### config.mk
export PLATFORM = sky130hd
export DESIGN_NAME = ucaspian_step_ctrl
export DESIGN_NICKNAME = d
export VERILOG_FILES = /design/src/rtl/ucaspian_pkg.sv /design/src/rtl/ucaspian_wdog.sv /design/src/rtl/ucaspian_step_ctrl.sv
export SDC_FILE = /design/constraint.sdc
export NUM_CORES = 1
export LEC_CHECK = 0
export ABC_CLOCK_PERIOD_IN_PS = 7300
export BUFFER_PORTS_ARGS = -buffer_cell sky130_fd_sc_hd__buf_2
export CORE_UTILIZATION = 35
export CTS_CLUSTER_DIAMETER = 50
export DETAILED_ROUTE_END_ITERATION = 12
export PLACE_DENSITY_LB_ADDON = 0.2
export SYNTH_ARGS = -nofsm -noshare
export SYNTH_HDL_FRONTEND = slang
export SYNTH_SLANG_ARGS = --single-unit
### constraint.sdc
create_clock -name clk -period 7.3 [get_ports clk]
set_clock_uncertainty 0.2 [all_clocks]
set_input_delay 1.825 -clock clk [delete_from_list [all_inputs] [get_ports clk]]
set_output_delay 1.825 -clock clk [all_outputs]
set_load 0.01 [all_outputs]
### src/rtl/ucaspian_pkg.sv
// ucaspian_pkg: shared command/state encodings and default widths for the uCaspian step controller
package ucaspian_pkg;
  localparam int DEF_NUM_UNITS = 3;
  localparam int DEF_STEP_W = 16;
  localparam int DEF_MASK_CYC = 2;
  localparam int DEF_WDOG_W = 16;
  typedef enum logic [1:0] {
    OP_RUN = 2'd0,
    OP_CLEAR_ACT = 2'd1,
    OP_CLEAR_CFG = 2'd2,
    OP_NOP = 2'd3
  } cmd_op_t;
  typedef enum logic [2:0] {
    S_IDLE,
    S_CLEAR,
    S_PULSE,
    S_MASK,
    S_WAIT,
    S_DONE
  } step_state_t;
endpackage

### src/rtl/ucaspian_wdog.sv
// ucaspian_wdog: loadable up-counter that flags expiry at its all-ones value
module ucaspian_wdog #(
  parameter int WDOG_W = 16
) (
  input logic clk,
  input logic reset_n,
  input logic load,
  input logic en,
  output logic expire
);
  logic [WDOG_W-1:0] cnt;
  assign expire = &cnt;
  always_ff @(posedge clk or negedge reset_n) begin
    if (!reset_n) cnt <= '0;
    else if (load) cnt <= '0;
    else if (en && !expire) cnt <= cnt + WDOG_W'(1);
  end
endmodule

### src/rtl/ucaspian_step_ctrl.sv
// ucaspian_step_ctrl: host-command time-step sequencer driving clear/step controls of the uCaspian units
module ucaspian_step_ctrl
  import ucaspian_pkg::*;
#(
  parameter int NUM_UNITS = DEF_NUM_UNITS,
  parameter int STEP_W = DEF_STEP_W,
  parameter int MASK_CYC = DEF_MASK_CYC,
  parameter int WDOG_W = DEF_WDOG_W
) (
  input logic clk,
  input logic reset_n,
  input logic [1:0] cmd_op,
  input logic [STEP_W-1:0] cmd_steps,
  input logic cmd_vld,
  output logic cmd_rdy,
  input logic stop_req,
  output logic enable,
  output logic clear_act,
  output logic clear_config,
  input logic [NUM_UNITS-1:0] clear_done_i,
  output logic next_step,
  input logic [NUM_UNITS-1:0] step_done_i,
  output logic [STEP_W-1:0] step_count,
  output logic busy,
  output logic cmd_done,
  output logic timeout
);
  localparam int MW = $clog2(MASK_CYC + 1);
  step_state_t state, state_nxt;
  cmd_op_t op_q;
  logic [STEP_W-1:0] target;
  logic [MW-1:0] mask_cnt;
  logic stop_pend, accept, all_clr, all_step, last, wd_expire, wd_load, wd_en, timeout_set;
  assign accept = cmd_vld && cmd_rdy;
  assign all_clr = &clear_done_i;
  assign all_step = &step_done_i;
  assign last = (step_count + STEP_W'(1)) == target;
  assign cmd_rdy = state == S_IDLE;
  assign busy = state != S_IDLE;
  assign enable = state inside {S_PULSE, S_MASK, S_WAIT};
  assign next_step = state == S_PULSE;
  assign cmd_done = state == S_DONE;
  assign clear_act = state == S_CLEAR && op_q == OP_CLEAR_ACT;
  assign clear_config = state == S_CLEAR && op_q == OP_CLEAR_CFG;
  assign wd_load = state_nxt != state;
  assign wd_en = state inside {S_CLEAR, S_MASK, S_WAIT};
  // a completing handshake wins over a simultaneous watchdog expiry
  assign timeout_set = wd_expire && ((state == S_CLEAR && !all_clr) || state == S_MASK ||
                                     (state == S_WAIT && !all_step));
  ucaspian_wdog #(.WDOG_W(WDOG_W)) u_wdog (
    .clk(clk),
    .reset_n(reset_n),
    .load(wd_load),
    .en(wd_en),
    .expire(wd_expire)
  );
  always_comb begin
    state_nxt = state;
    case (state)
      S_IDLE: if (cmd_vld) state_nxt = (cmd_op == OP_CLEAR_ACT || cmd_op == OP_CLEAR_CFG) ? S_CLEAR :
                                      (cmd_op == OP_RUN && cmd_steps != '0) ? S_PULSE : S_DONE;
      S_CLEAR: state_nxt = (all_clr || wd_expire) ? S_DONE : S_CLEAR;
      S_PULSE: state_nxt = S_MASK;
      S_MASK: state_nxt = wd_expire ? S_DONE : (mask_cnt == MW'(MASK_CYC - 1)) ? S_WAIT : S_MASK;
      S_WAIT: state_nxt = all_step ? ((last || stop_pend || stop_req) ? S_DONE : S_PULSE) :
                          wd_expire ? S_DONE : S_WAIT;
      default: state_nxt = S_IDLE;
    endcase
  end
  always_ff @(posedge clk or negedge reset_n) begin
    if (!reset_n) state <= S_IDLE;
    else state <= state_nxt;
  end
  always_ff @(posedge clk or negedge reset_n) begin
    if (!reset_n) begin
      op_q <= OP_NOP;
      target <= '0;
      step_count <= '0;
      stop_pend <= 1'b0;
      timeout <= 1'b0;
      mask_cnt <= '0;
    end else begin
      mask_cnt <= (state == S_MASK) ? mask_cnt + MW'(1) : '0;
      if (accept) begin
        op_q <= cmd_op_t'(cmd_op);
        target <= cmd_steps;
        step_count <= '0;
        stop_pend <= 1'b0;
        timeout <= 1'b0;
      end else begin
        if (stop_req && !(state inside {S_IDLE, S_CLEAR})) stop_pend <= 1'b1;
        if (state == S_WAIT && all_step) step_count <= step_count + STEP_W'(1);
        if (timeout_set) timeout <= 1'b1;
      end
    end
  end
endmodule
==> results of run 1 <==
## Yosys cell counts, types with 4 or more instances
library cell / instances
xor2_1: 16
buf_2: 6
nor3_2: 10
nand2_1: 75
and3_1: 10
o31ai_1: 4
nor3_1: 14
nand3_1: 14
clkbuf_1: 13
nor2_1: 32
nor4_1: 4
nand4_1: 10
ha_1: 4
inv_1: 10
nand2b_1: 8
and4_1: 4
dfrtp_1: 55
xnor2_1: 17
a21oi_1: 12
nor2b_1: 6
o21ai_0: 34
## cells by family (layout without fill, tap and decap cells)
group,Yosys count,after routing,synth area share
simple gates,207,207,0.319
compound gates,74,74,0.136
flops,57,57,0.402
xor+xnor,33,33,0.0813
buf+inv,31,79,0.0415
fa+ha+maj,4,4,0.0141
mux,2,2,0.00598
## per-stage QoR
| stage | power [mW] | util |
|---|---|---|
| 5_1_grt | 1.34 | 0.420 |
| 6_report | 1.26 | 0.420 |
| 2_1_floorplan | 0.803 | - |
| 4_1_cts | 1.27 | 0.420 |
| 3_3_place_gp | 0.888 | 0.395 |
| 3_5_place_dp | 0.894 | 0.395 |
## layout make-up
type	count	area, um2
inverter	10	37.5
multi-input combinational	320	1980
clock buffer	11	141
tap	133	166
timing repair buffer	53	270
fill	1040	5690
sequential	57	1430
clock inverter	5	103
## worst max-delay path by stage
| stage | slack, ps | cells after the start | end |
|---|---|---|---|
| floorplan | 3670 | 9 | u_wdog.cnt[11] |
| global placement | 3080 | 9 | u_wdog.cnt[5] |
| detailed placement | 3000 | 9 | u_wdog.cnt[1] |
| CTS | 3370 | 9 | u_wdog.cnt[0] |
| global route | 3280 | 9 | u_wdog.cnt[0] |
| finish | 3470 | 9 | u_wdog.cnt[0] |
## power by group
part	switching, mW	internal [mW]
clock network	0.135	0.236
logic	0.256	0.169
registers	0.0747	0.387
## state kept, by name (all words and copies together) (netlist names)
| register | cells |
|---|---|
| target | 16 |
| step_count | 16 |
| timeout | 1 |
| mask_cnt | 2 |
| op_q | 2 |
| u_wdog.cnt | 16 |
| stop_pend | 1 |
| state | 3 |
## per-layer routing
| metal | wire, um | GRT usage |
|---|---|---|
| met1 | 4280 | 0.249 |
| met2 | 4170 | 0.296 |
| met3 | 333 | 0.0420 |
| met4 | 121 | 0.0531 |
| met5 | 0 | 0 |
## critical path, stage by stage
cell and delay (ps):
buf_2 110, nor4_1 450, a41oi_1 210, nand3b_1 150, nand2_1 140, nand3_1 120, o22ai_1 110, a41oi_4 570
nor3_1 130
==> metrics.txt, run 1 <==
Final Hold Fails=0; Ys Warns=0; ys async rst share=1.00; nets@finish=483; Slew Viols, Final=0; clock tree buffer depth=2; antenna viol nets, final=0; Post-synth EDFFs=0; Cell variety after synth=58; synthesized cell area=3560 um2; Non-Filler Instances=589; number of buffers added on ports=51; RSZ-0062 raised after global routing=false; Iter 0 DRT Violations=a little over 100; antenna violations before repair=0; status=finished, final reports clean; setup violators final=0; Crit Path Class=input port to register; reg-to-reg endpoint=u_wdog.cnt[0]; Skew-Pair Late Insertion Delay=340 ps; # hold bufs at CTS=0; largest net degree at the start of global routing=between 50 and 60; Final min period=3830 ps; worst path required time=roughly 7300 ps; post-route cell area=between 4000 and 5000 um2; Syn Inst Count=408; vias per inst=5.24; Reg2Reg Depth=8; Max VDD drop=~200 uV; die area=between 10000 and 15000 um2; worst-path fanout max=16; setup TNS=0 ps; GPL Wtd Cong=0.856; FF-to-FF Start=step_count[5]; Reg2Reg Setup Slack=3720 ps; Starting Density=0.362; Pleak=1.91 nW; CTS tree=built; post-route clock period utilization=0.525; fraction of layout cells with a size suffix above 1=0.202; CP Capture Type=register; cts bufs inserted=9; Top Ports=52; H-tree levels=3; Vias=between 3k and 4k; Setup crit start kind=input port; syn_nets=440; vias in the first global route=2987; FMAX=261 MHz; hpwl dp=between 6000 and 7000 um; top cells by area, synth=dfrtp_1 39%, nand2_1 7.9%, o21ai_0 4.8%; Synth top area share=0.387; Worst Hold Depth=1; row count=36; post-synthesis sequential area ratio=0.402; commonest non-fill, non-tap cells in the layout=75 x nand2_1, 55 x dfrtp_1, 51 x buf_2; mean post-synth cell area=8.72 um2; die span in y=103 um; hold worst-path end=mask_cnt[0]; #FFs+latches synth=57; placed cell count=approximately 570; crit path launch=cmd_steps[9]; post-synth top area cell=dfrtp_1; crit path DAT=3820 ps; Die Wd=just over 100 um; CTS sink count=57; n_diodes=0; Slew HR=0.311; Top FF cell, synth=dfrtp_1; worst hold start=mask_cnt[0]; Post-CTS Setup Bufs=0; final setup margin=3470 ps; DRT Pass-1 Iters=4; most common cell after layout, fill and taps aside=nand2_1; Clock transition at path regs=70 ps; CTS Root Cell=clkbuf_8; worst min-delay path class=register to register; wire per inst=15.1 um; gr ovfl total=0; DP Worst Slack=3000 ps; PostCTS Resize Cnt=0; WL final=8910 um; Hold WS=239 ps; Layout area overhead=16.0%; drt drc=0; Power Dens Cells=304 nW/um2; Max-Cap Viols=0; GR Util All Layers=0.185; first-pass GRT wire length=approximately 15000 um; Slew @ Worst Pin=1030 ps; placed cell area=approximately 3900 um2; core region area=9820 um2
No activity file was read; power rests on OpenSTA's default activity.
==> run 2: changes to the inputs <==
--- a/config.mk
+++ b/config.mk
@@ -5,7 +5,7 @@
 export SDC_FILE = /design/constraint.sdc
 export NUM_CORES = 1
 export LEC_CHECK = 0
-export ABC_CLOCK_PERIOD_IN_PS = 7300
+export ABC_CLOCK_PERIOD_IN_PS = 3400
 export BUFFER_PORTS_ARGS = -buffer_cell sky130_fd_sc_hd__buf_2
 export CORE_UTILIZATION = 35
 export CTS_CLUSTER_DIAMETER = 50
==> constraint.sdc (replaced) <==
create_clock -name clk -period 3.4 [get_ports clk]
set_clock_uncertainty 0.2 [all_clocks]
set_input_delay 0.85 -clock clk [delete_from_list [all_inputs] [get_ports clk]]
set_output_delay 0.85 -clock clk [all_outputs]
set_load 0.01 [all_outputs]
==> metrics.txt, run 2 (synthesis results as in run 1) <==
core region area=9820 um2; Slew Viols, Final=0; Top Ports=52; status=finished, final reports clean; Clock transition at path regs=80 ps; Layout area overhead=19.3%; Non-Filler Instances=602; vias in the first global route=roughly 3k; row count=36; final setup margin=263 ps; cts bufs inserted=9; GPL Wtd Cong=0.817; PostCTS Resize Cnt=0; CP Cell Sequence=ha_1, and4_1, a21o_2, nor4b_1, a311oi_1, nand4b_1, o21a_2, a41oi_4, buf_12, nor3_1; Reg2Reg Setup Slack=260 ps; Fillers=between 1k and 1.5k; setup violators final=0; reg-to-reg endpoint=u_wdog.cnt[5]; Setup crit start kind=register; crit path DAT=3160 ps; gr ovfl total=0; Power Dens Cells=651 nW/um2; Max-Cap Viols=0; # hold bufs at CTS=0; worst-path fanout max=16; worst hold start=mask_cnt[0]; Final Hold Fails=0; RSZ-0062 raised after global routing=false; Skew-Pair Late Insertion Delay=340 ps; post-route clock period utilization=0.923; Total Power=about 2.8 mW; Critical-path top delay cell=dfrtp_1; drt drc=0; worst path required time=3420 ps; Largest regs=step_count: 16 flops, target: 16 flops, u_wdog.cnt: 16 flops; Starting Density=0.362; number of buffers added on ports=51; antenna violations before repair=0; Final min period=3140 ps; Iter 0 DRT Violations=78; DP Worst Slack=286 ps; clock tree buffer depth=2; placed cell count=just under 600; H-tree levels=3; Reg2Reg Depth=10; Vias=3086; Slew HR=0.475; CP Capture Type=register; FMAX=between 300 and 400 MHz; Pleak=1.99 nW; CTS tree=built; Crit path largest cell delay=550 ps; Slew @ Worst Pin=785 ps; Max VDD drop=~430 uV; first-pass GRT wire length=~15000 um; hpwl dp=6730 um; n_diodes=0; largest net degree at the start of global routing=35; worst min-delay path class=register to register; WL final=8970 um; fraction of layout cells with a size suffix above 1=0.226; antenna viol nets, final=0; GR Util All Layers=0.190; DRT Pass-1 Iters=4; Worst Hold Depth=1; wire per inst=14.9 um; Crit Path Class=register to register; FF-to-FF Start=step_count[0]; CTS sink count=57; commonest non-fill, non-tap cells in the layout=75 x nand2_1, 55 x dfrtp_1, 51 x buf_2; die span in y=103 um; hold worst-path end=mask_cnt[0]; vias per inst=5.13; most common cell after layout, fill and taps aside=nand2_1; Post-CTS Setup Bufs=0; nets@finish=~500; Die Wd=103 um; die area=~11000 um2; setup TNS=0 ps; CTS Root Cell=clkbuf_8
run 2: metrics by stage:
| step | util | hold WS (ps) | area (um2) |
|---|---|---|---|
| after global placement | 0.407 | 222 | 3990 |
| after global routing | 0.432 | 254 | 4240 |
| after detailed placement | 0.407 | 230 | 3990 |
| after CTS | 0.432 | 247 | 4240 |
| final | 0.432 | 244 | 4240 |
| after floorplan | - | 209 | 3560 |
run 2: layer usage:
layer	share of wire	global-route usage	up-vias
met5	0	0	-
met4	0.010	0.0423	0
met3	0.034	0.0414	9
met2	0.47	0.314	50
met1	0.49	0.256	1482
li1	-	-	1545
run 2: final cells by class:
class	instances	area (um2)	share of cell area
tap	133	166	0.0392
clock inverter	7	125	0.0295
timing repair buffer	66	380	0.0897
inverter	10	37.5	0.00885
clock buffer	9	124	0.0292
sequential	57	1430	0.337
multi-input combinational	320	1980	0.467
run 2: where the power goes:
group          internal, mW  leakage, nW  switching [mW]
registers             0.830        0.755           0.160
clock network         0.494        0.124           0.311
logic                 0.409         1.11           0.559
run 2: worst max path at each step:
stage,startpoint,endpoint,cells after the start
finish,step_count[0],u_wdog.cnt[5],10
detailed placement,step_count[3],u_wdog.cnt[1],9
CTS,step_count[3],u_wdog.cnt[5],9
global route,step_count[3],u_wdog.cnt[5],9
floorplan,step_count[5],u_wdog.cnt[14],10
global placement,step_count[3],u_wdog.cnt[5],9
run 2: worst max-delay path: cells and delay by family, from the launching register on:
kind / cells / cell delay, ps
DFF: 1 / 550
and+or+nand+nor: 4 / 900
buffers and inverters: 1 / 180
AOI/OAI and AO/OA: 4 / 800
adders and majority gates: 1 / 370
